File: src/rtl/fifo_wr_ptr_full.sv
// rtl/fifo_wr_ptr_full.sv - write-side pointer, full flag and fill level for the async FIFO
// Optional almost-full output enabled by defining FIFO_ALMOST_FULL_EN.
module fifo_wr_ptr_full #(
  parameter int ADDR_WIDTH  = 3,
  parameter int SYNC_STAGES = 2,
  parameter int AF_THRESH   = 6
) (
  input  logic                  w_clk,
  input  logic                  w_rst,
  input  logic                  w_inc,
  input  logic [ADDR_WIDTH:0]   r_ptr_gray,
  output logic                  wclken,
  output logic [ADDR_WIDTH-1:0] wr_addr,
  output logic [ADDR_WIDTH:0]   w_ptr_gray,
  output logic                  w_full,
  output logic [ADDR_WIDTH:0]   w_level
`ifdef FIFO_ALMOST_FULL_EN
  ,
  output logic                  w_almost_full
`endif
);

  generate
    if (SYNC_STAGES < 2 || AF_THRESH < 1 || AF_THRESH >= (1 << ADDR_WIDTH)) begin : g_bad_param
      $error("fifo_wr_ptr_full: illegal SYNC_STAGES or AF_THRESH");
    end
  endgenerate

  function automatic logic [ADDR_WIDTH:0] gray2bin(input logic [ADDR_WIDTH:0] g);
    logic [ADDR_WIDTH:0] b;
    b[ADDR_WIDTH] = g[ADDR_WIDTH];
    for (int i = ADDR_WIDTH - 1; i >= 0; i--) begin
      b[i] = b[i+1] ^ g[i];
    end
    return b;
  endfunction

  logic [ADDR_WIDTH:0] sync_q [SYNC_STAGES];
  logic [ADDR_WIDTH:0] sync_d [SYNC_STAGES];
  logic [ADDR_WIDTH:0] wbin_q, wbin_d;
  logic [ADDR_WIDTH:0] w_ptr_gray_q, w_ptr_gray_d;
  logic                w_full_q, w_full_d;
  logic [ADDR_WIDTH:0] w_level_q, w_level_d;
  logic [ADDR_WIDTH:0] rq_gray;
  logic [ADDR_WIDTH:0] full_gray;

  // Plain flop chain: no logic between stages so each Gray bit resolves independently.
  always_comb begin
    sync_d[0] = r_ptr_gray;
    for (int i = 1; i < SYNC_STAGES; i++) begin
      sync_d[i] = sync_q[i-1];
    end
  end

  assign rq_gray = sync_q[SYNC_STAGES-1];

  // Write pointer one lap ahead of the read pointer: top two Gray bits inverted.
  generate
    if (ADDR_WIDTH == 1) begin : g_narrow
      assign full_gray = ~rq_gray;
    end else begin : g_wide
      assign full_gray = {~rq_gray[ADDR_WIDTH:ADDR_WIDTH-1], rq_gray[ADDR_WIDTH-2:0]};
    end
  endgenerate

  assign wclken = w_inc & ~w_full_q & ~w_rst;

  always_comb begin
    wbin_d       = wbin_q + {{ADDR_WIDTH{1'b0}}, wclken};
    w_ptr_gray_d = wbin_d ^ (wbin_d >> 1);
    w_full_d     = (w_ptr_gray_d == full_gray);
    w_level_d    = wbin_d - gray2bin(rq_gray);
  end

  always_ff @(posedge w_clk or posedge w_rst) begin
    if (w_rst) begin
      for (int i = 0; i < SYNC_STAGES; i++) begin
        sync_q[i] <= '0;
      end
      wbin_q       <= '0;
      w_ptr_gray_q <= '0;
      w_full_q     <= 1'b0;
      w_level_q    <= '0;
    end else begin
      for (int i = 0; i < SYNC_STAGES; i++) begin
        sync_q[i] <= sync_d[i];
      end
      wbin_q       <= wbin_d;
      w_ptr_gray_q <= w_ptr_gray_d;
      w_full_q     <= w_full_d;
      w_level_q    <= w_level_d;
    end
  end

  assign wr_addr    = wbin_q[ADDR_WIDTH-1:0];
  assign w_ptr_gray = w_ptr_gray_q;
  assign w_full     = w_full_q;
  assign w_level    = w_level_q;

`ifdef FIFO_ALMOST_FULL_EN
  logic w_almost_full_q, w_almost_full_d;

  always_comb begin
    w_almost_full_d = (w_level_d >= (ADDR_WIDTH+1)'(AF_THRESH));
  end

  always_ff @(posedge w_clk or posedge w_rst) begin
    if (w_rst) begin
      w_almost_full_q <= 1'b0;
    end else begin
      w_almost_full_q <= w_almost_full_d;
    end
  end

  assign w_almost_full = w_almost_full_q;
`endif

endmodule

File: config.mk
export PLATFORM = sky130hd
export DESIGN_NAME = fifo_wr_ptr_full
export DESIGN_NICKNAME = d
export VERILOG_FILES = /design/src/rtl/fifo_wr_ptr_full.sv
export SDC_FILE = /design/constraint.sdc
export NUM_CORES = 1
export LEC_CHECK = 0
export ABC_AREA = 1
export BUFFER_PORTS_ARGS = -buffer_cell sky130_fd_sc_hd__buf_2
export CAP_MARGIN = 20
export CORE_AREA = 2 2 43 45
export DETAILED_ROUTE_END_ITERATION = 10
export DIE_AREA = 0 0 45 47
export GPL_TIMING_DRIVEN = 0
export MAX_ROUTING_LAYER = met4
export PLACE_DENSITY_LB_ADDON = 0.05
export SYNTH_ARGS = -nofsm -noshare
export SYNTH_HDL_FRONTEND = slang
export SYNTH_SLANG_ARGS = --single-unit
export TNS_END_PERCENT = 50
File: constraint.sdc
create_clock -name w_clk -period 3.1 [get_ports w_clk]
set_clock_uncertainty 0.2 [all_clocks]
set_input_delay 0 -clock w_clk [delete_from_list [all_inputs] [get_ports w_clk]]
set_output_delay 0 -clock w_clk [all_outputs]
set_load 0.005 [all_outputs]
==> flow_summary.toml, run 1 <==
[run_status]
status = "completed"

[yosys]
synth-seq-cells = 20
synth_warnings = 0
synth_seq_area_share = 0.572
netlist_area_um2 = 875
synth_top_area_frac = 0.572
syn-num-nets = 101
synth_top_area_cell = "dfrtp_1"
synth.distinct_cells = 15
yosys-top-cells-area = "dfrtp_1, nand2_1, nand3_1"
post_synth.cell_area_avg_um2 = 9.83
syn_inst = 89

[grt]
antenna_found_initial = 0
grt_pass1_vias = 618
grt_max_degree = 22
gr-usage-all-layers = 0.177
gr-total-overflow = 0
grt_pass1_wl_um = 2420

[placed_design]
dp_hpwl_um = 1160
port_buffers = 19
place_congestion = 0.715

[worst_setup_path]
crit_fanout = 21
startpoint_type = "input port"
cp_slowest_stage_delay_ps = 530
critPathRequiredTime_ps = 3120
slowest_stage = "inv_1"
ff2ff_path_depth = 7
worstSetupEndpointType = "flip-flop"
arrival_ps = 2760
crit_type = "in2reg"
critical_path.cell_chain = "dlygate4sd3_1 -> buf_2 -> inv_1 -> nand2_1 -> nor2_1 -> ha_1 -> ha_1 -> ha_1 -> a21oi_1 -> nand2_1 -> nand2_1 -> xnor2_1"

[floorplan]
die_x_um = 45
io_pins = 20
dieArea_um2 = 2120
die_h_um = 47
start_util = 0.530
coreArea_um2 = 1650
rows = 15

[routing]
routed_via_density = 5.00
drc_errors = 0
ant_nets = 0
drt_iter0_drc = 5
routed_wl_um = 1520
drt-wirelength-per-cell_um = 11.3
vias = 675
first_pass_iters = 4

[power]
p_leak_nw = 0.606
power_density_nw_per_um2 = 916
finalPower_uw = 996
ir_worst_vdd_v = 0.000466

[clock_tree]
clk_pin_slew_ps = 100
cts_resized = 0
clock_latency_ps = 290
cts-htree-levels = 1
cts_tree = "yes"
cts_buffers = 3
cts_buffer_depth = 2
cts.sinks = 20
ctsRootBufferMaster = "clkbuf_4"

[sta]
setup_violations = 0
max_slew.worst_pin.slew_ps = 730
rsz0062_at_grt = "false"
fmax_ghz = 0.365
max_slew_margin = 0.513
period_needed_ps = 2740
maxSlewViolCount = 0
fin_crit_sh = 0.883
hold_viol_final = 0
fin_tns_setup_ps = 0

[cells_and_area]
drive_above_1_share = 0.246
finalNetCount = 131
utilization = 0.658
n_antenna_cell = 0
fillers = 140
most-common-layout-cells = "nand2_1, dfrtp_1, buf_2"
area_growth_syn_to_layout_pct = 24.3
mostFrequentLayoutCell = "nand2_1"

[flow_run]
drv_cap = 0

[min_path]
min_path_cells = 2
hp-class = "in2reg"
-- cell usage after synthesis --
master and n:
dfrtp_1 20, a21oi_1 1, nand3_1 12, inv_2 1, xnor2_1 2, inv_1 12, nand4_1 1, xnor2_2 1
ha_1 4, nand2_1 25, nand2_2 4, xor2_1 2, fa_1 1, or2_1 1, nor2_1 2
-- logic make-up (layout without fill, tap and decap cells) --
group,after synthesis,after routing,share of synthesized area
fa+ha+maj,5,5,0.0801
flops,20,20,0.572
buf+inv,13,42,0.0558
xor+xnor,5,5,0.0587
compound gates,1,1,0.00572
simple gates,45,45,0.227
-- report_power, final --
| part | total (mW) | internal, mW | switching, mW | leakage, nW |
|---|---|---|---|---|
| Sequential | 0.388 | 0.347 | 0.0415 | 0.238 |
| Clock | 0.146 | 0.0716 | 0.0747 | 0.0210 |
| Combinational | 0.461 | 0.198 | 0.263 | 0.347 |
-- path summary, 6_finish.rpt --
| kind | from | endpoint | slack, ps |
|---|---|---|---|
| worst max register to register | rq_gray[3]$_DFF_PP0_ | w_level[2]$_DFF_PP0_ | 880 |
| worst min register to register | sync_d[3]$_DFF_PP0_ | rq_gray[3]$_DFF_PP0_ | 160 |
| max in group asynchronous | w_rst | w_full$_DFF_PP0_ | 2090 |
| worst min-delay path | r_ptr_gray[3] | sync_d[3]$_DFF_PP0_ | 140 |
| min in group asynchronous | w_rst | rq_gray[1]$_DFF_PP0_ | 150 |
| worst max-delay path | w_rst | w_level[3]$_DFF_PP0_ | 360 |
-- layer usage --
| layer | part of all wire | wire length [um] | GRT usage |
|---|---|---|---|
| met1 | 0.40 | 602 | 0.168 |
| met2 | 0.56 | 854 | 0.329 |
| met3 | 0.033 | 51 | 0.0231 |
| met4 | 0.011 | 17 | 0.124 |
| met5 | 0 | 0 | - |
-- registers in the layout, summed over array words and instances, names as in the netlist --
register / count
w_level: 4
sync_d: 4
rq_gray: 4
w_ptr_gray: 4
w_full: 1
wbin_q: 3
-- layout make-up --
cell class	count	area, um2	area share
well taps	17	21.3	0.0196
repair buffers	25	155	0.143
inverters	13	48.8	0.0449
clock buffers	4	36.3	0.0334
flip-flops and latches	20	500	0.460
multi-input cells	56	325	0.299
-- worst max-delay path, delay by kind of cell --
family          cells  cell delay, ps
xor+xnor            1             120
buf+inv             3            1170
simple gates        4             390
compound gates      1             170
fa+ha+maj           3             910
-- timing repair --
item	in CTS	in global routing
setup buffers	0	0
hold buffers	6	0
hold endpoints to repair	25	0
-- per-stage QoR --
step           setup WS [ps]  instances  hold WS, ps  area (um2)
2_1_floorplan            944         89         -228         875
3_3_place_gp             621        125        -91.7         991
3_5_place_dp             506        125        -90.3         991
4_1_cts                  280        135          121        1090
5_1_grt                 5.82        135          136        1090
6_report                 363        135          138        1090
Note: power is estimated with default switching activity, not from simulation.
==> inputs of run 2 (changes only) <==
--- a/config.mk
+++ b/config.mk
@@ -8,9 +8,12 @@
 export ABC_AREA = 1
 export BUFFER_PORTS_ARGS = -buffer_cell sky130_fd_sc_hd__buf_2
 export CAP_MARGIN = 20
-export CORE_AREA = 2 2 43 45
+export CELL_PAD_IN_SITES_DETAIL_PLACEMENT = 0
+export CELL_PAD_IN_SITES_GLOBAL_PLACEMENT = 2
+export CORE_AREA = 2 2 55 57
+export CTS_CLUSTER_DIAMETER = 80
 export DETAILED_ROUTE_END_ITERATION = 10
-export DIE_AREA = 0 0 45 47
+export DIE_AREA = 0 0 57 59
 export GPL_TIMING_DRIVEN = 0
 export MAX_ROUTING_LAYER = met4
 export PLACE_DENSITY_LB_ADDON = 0.05
==> constraint.sdc (replaced) <==
create_clock -name w_clk -period 3.46 [get_ports w_clk]
set_clock_uncertainty 0.2 [all_clocks]
set_input_delay 0 -clock w_clk [delete_from_list [all_inputs] [get_ports w_clk]]
set_output_delay 0 -clock w_clk [all_outputs]
set_load 0.005 [all_outputs]
==> flow_summary.toml, run 2 (same netlist as run 1, synthesis figures left out) <==
[routing]
first_pass_iters = 3
drt-wirelength-per-cell_um = 9.97
drt_iter0_drc = 11
vias = 630
drc_errors = 0
routed_via_density = 4.23
ant_nets = 0
routed_wl_um = 1490

[sta]
setup_violations = 0
maxSlewViolCount = 0
period_needed_ps = 2720
rsz0062_at_grt = "false"
max_slew.worst_pin.slew_ps = 749
fin_tns_setup_ps = 0
fin_crit_sh = 0.786
fmax_ghz = 0.368
max_slew_margin = 0.500
hold_viol_final = 0

[power]
p_leak_nw = 0.606
power_density_nw_per_um2 = 802
clkPwrFrac = 0.148
ir_worst_vdd_v = 0.000395
combPwrFrac = 0.461
switching_power_uw = 335
seq_power_share = 0.391
p_int_uw = 551
switching_share = 0.378

[floorplan]
start_util = 0.323
die_x_um = 57
coreArea_um2 = 2710
io_pins = 20
rows = 19
die_h_um = 59
dieArea_um2 = 3360

[grt]
antenna_found_initial = 0
grt_max_degree = 22
gr-total-overflow = 0
gr-usage-all-layers = 0.104
grt_pass1_wl_um = 2540
grt_pass1_vias = 587

[cells_and_area]
area_growth_syn_to_layout_pct = 26.3
utilization = 0.408
multi_input_area_um2 = 325
n_antenna_cell = 0
ff_latch_area_um2 = 500
most-common-layout-cells = "nand2_1, dfrtp_1, buf_2"
mostFrequentLayoutCell = "nand2_1"
finalNetCount = 131
fillers = 280
drive_above_1_share = 0.246

[clock_tree]
cts_resized = 0
cts-htree-levels = 1
clock_latency_ps = 290
ctsRootBufferMaster = "clkbuf_4"
cts_buffers = 3
clk_pin_slew_ps = 110
cts.sinks = 20
cts_buffer_depth = 2
cts_tree = "yes"

[min_path]
hp-class = "in2reg"

[worst_setup_path]
setup.worst_path.start = "w_rst"
critPathCapture = "w_level[3]$_DFF_PP0_"
ff2ff_path_depth = 7
arrival_ps = 2740
startpoint_type = "input port"
worstSetupEndpointType = "flip-flop"
r2r_end = "w_level[2]$_DFF_PP0_"
r2r_start = "rq_gray[3]$_DFF_PP0_"
crit_fanout = 21
crit_type = "in2reg"
critPathRequiredTime_ps = 3480
rrSetupSlack_ps = 1240

[run_status]
status = "completed"

[placed_design]
dp_hpwl_um = 1110
place_congestion = 0.771
port_buffers = 19

[flow_run]
drv_cap = 0
==> run 2: cell counts in the layout (fill, tap and decap cells not counted) <==
No cell type changed its count.
==> run 2: cell type report <==
cell class,count,share of cell area
Sequential cell,20,0.453
Clock buffer,4,0.0328
Multi-Input combinational cell,56,0.294
Tap cell,31,0.0351
Timing Repair Buffer,25,0.140
Inverter,13,0.0442
==> run 2: power groups by stage <==
stage	Combinational [mW]	Clock, mW	Sequential [mW]
global route	0.475	0.151	0.356
detailed placement	0.413	0	0.352
CTS	0.421	0.143	0.347
floorplan	0.268	0	0.362
finish	0.409	0.131	0.346
global placement	0.416	0	0.350
==> run 2: timing repair <==
item                                   CTS  global route
endpoints found under the hold margin   25             0
buffers inserted                         0             0
hold buffers                             6             0
==> run 2: critical path, stage by stage <==
cell and delay, ps:
dlygate4sd3_1 530, buf_2 110, inv_1 540, nand2_1 100
nor2_1 150, ha_1 220, ha_1 340, ha_1 320
a21oi_1 170, nand2_1 70, nand2_1 70, xnor2_1 110
==> run 2: per-layer routing <==
layer / global-route usage / share of wire / up-vias
met3: 0.0262 / 0.040 / 2
met5: - / 0 / -
met4: 0.0498 / 0.011 / 0
li1: - / - / 334
met1: 0.130 / 0.47 / 282
met2: 0.158 / 0.48 / 12
==> run 2: worst min path at each step <==
| stage | startpoint | to | slack (ps) | cells after the start |
|---|---|---|---|---|
| CTS | r_ptr_gray[3] | sync_d[3]$_DFF_PP0_ | 120 | 2 |
| floorplan | w_rst | rq_gray[0]$_DFF_PP0_ | -230 | 1 |
| finish | r_ptr_gray[1] | sync_d[1]$_DFF_PP0_ | 140 | 2 |
| detailed placement | r_ptr_gray[2] | sync_d[2]$_DFF_PP0_ | -90 | 1 |
| global route | r_ptr_gray[2] | sync_d[2]$_DFF_PP0_ | 110 | 2 |
| global placement | r_ptr_gray[2] | sync_d[2]$_DFF_PP0_ | -90 | 1 |
==> run 2: per-stage QoR <==
| step | instances | instance area [um2] | hold WS, ps | power, mW | setup slack [ps] |
|---|---|---|---|---|---|
| after global placement | 139 | 1010 | -92.2 | 0.767 | 904 |
| after CTS | 149 | 1100 | 120 | 0.910 | 644 |
| after global routing | 149 | 1100 | 113 | 0.982 | 360 |
| after floorplan | 89 | 875 | -228 | 0.630 | 1300 |
| final | 149 | 1100 | 144 | 0.886 | 741 |
| after detailed placement | 139 | 1010 | -90.7 | 0.765 | 872 |
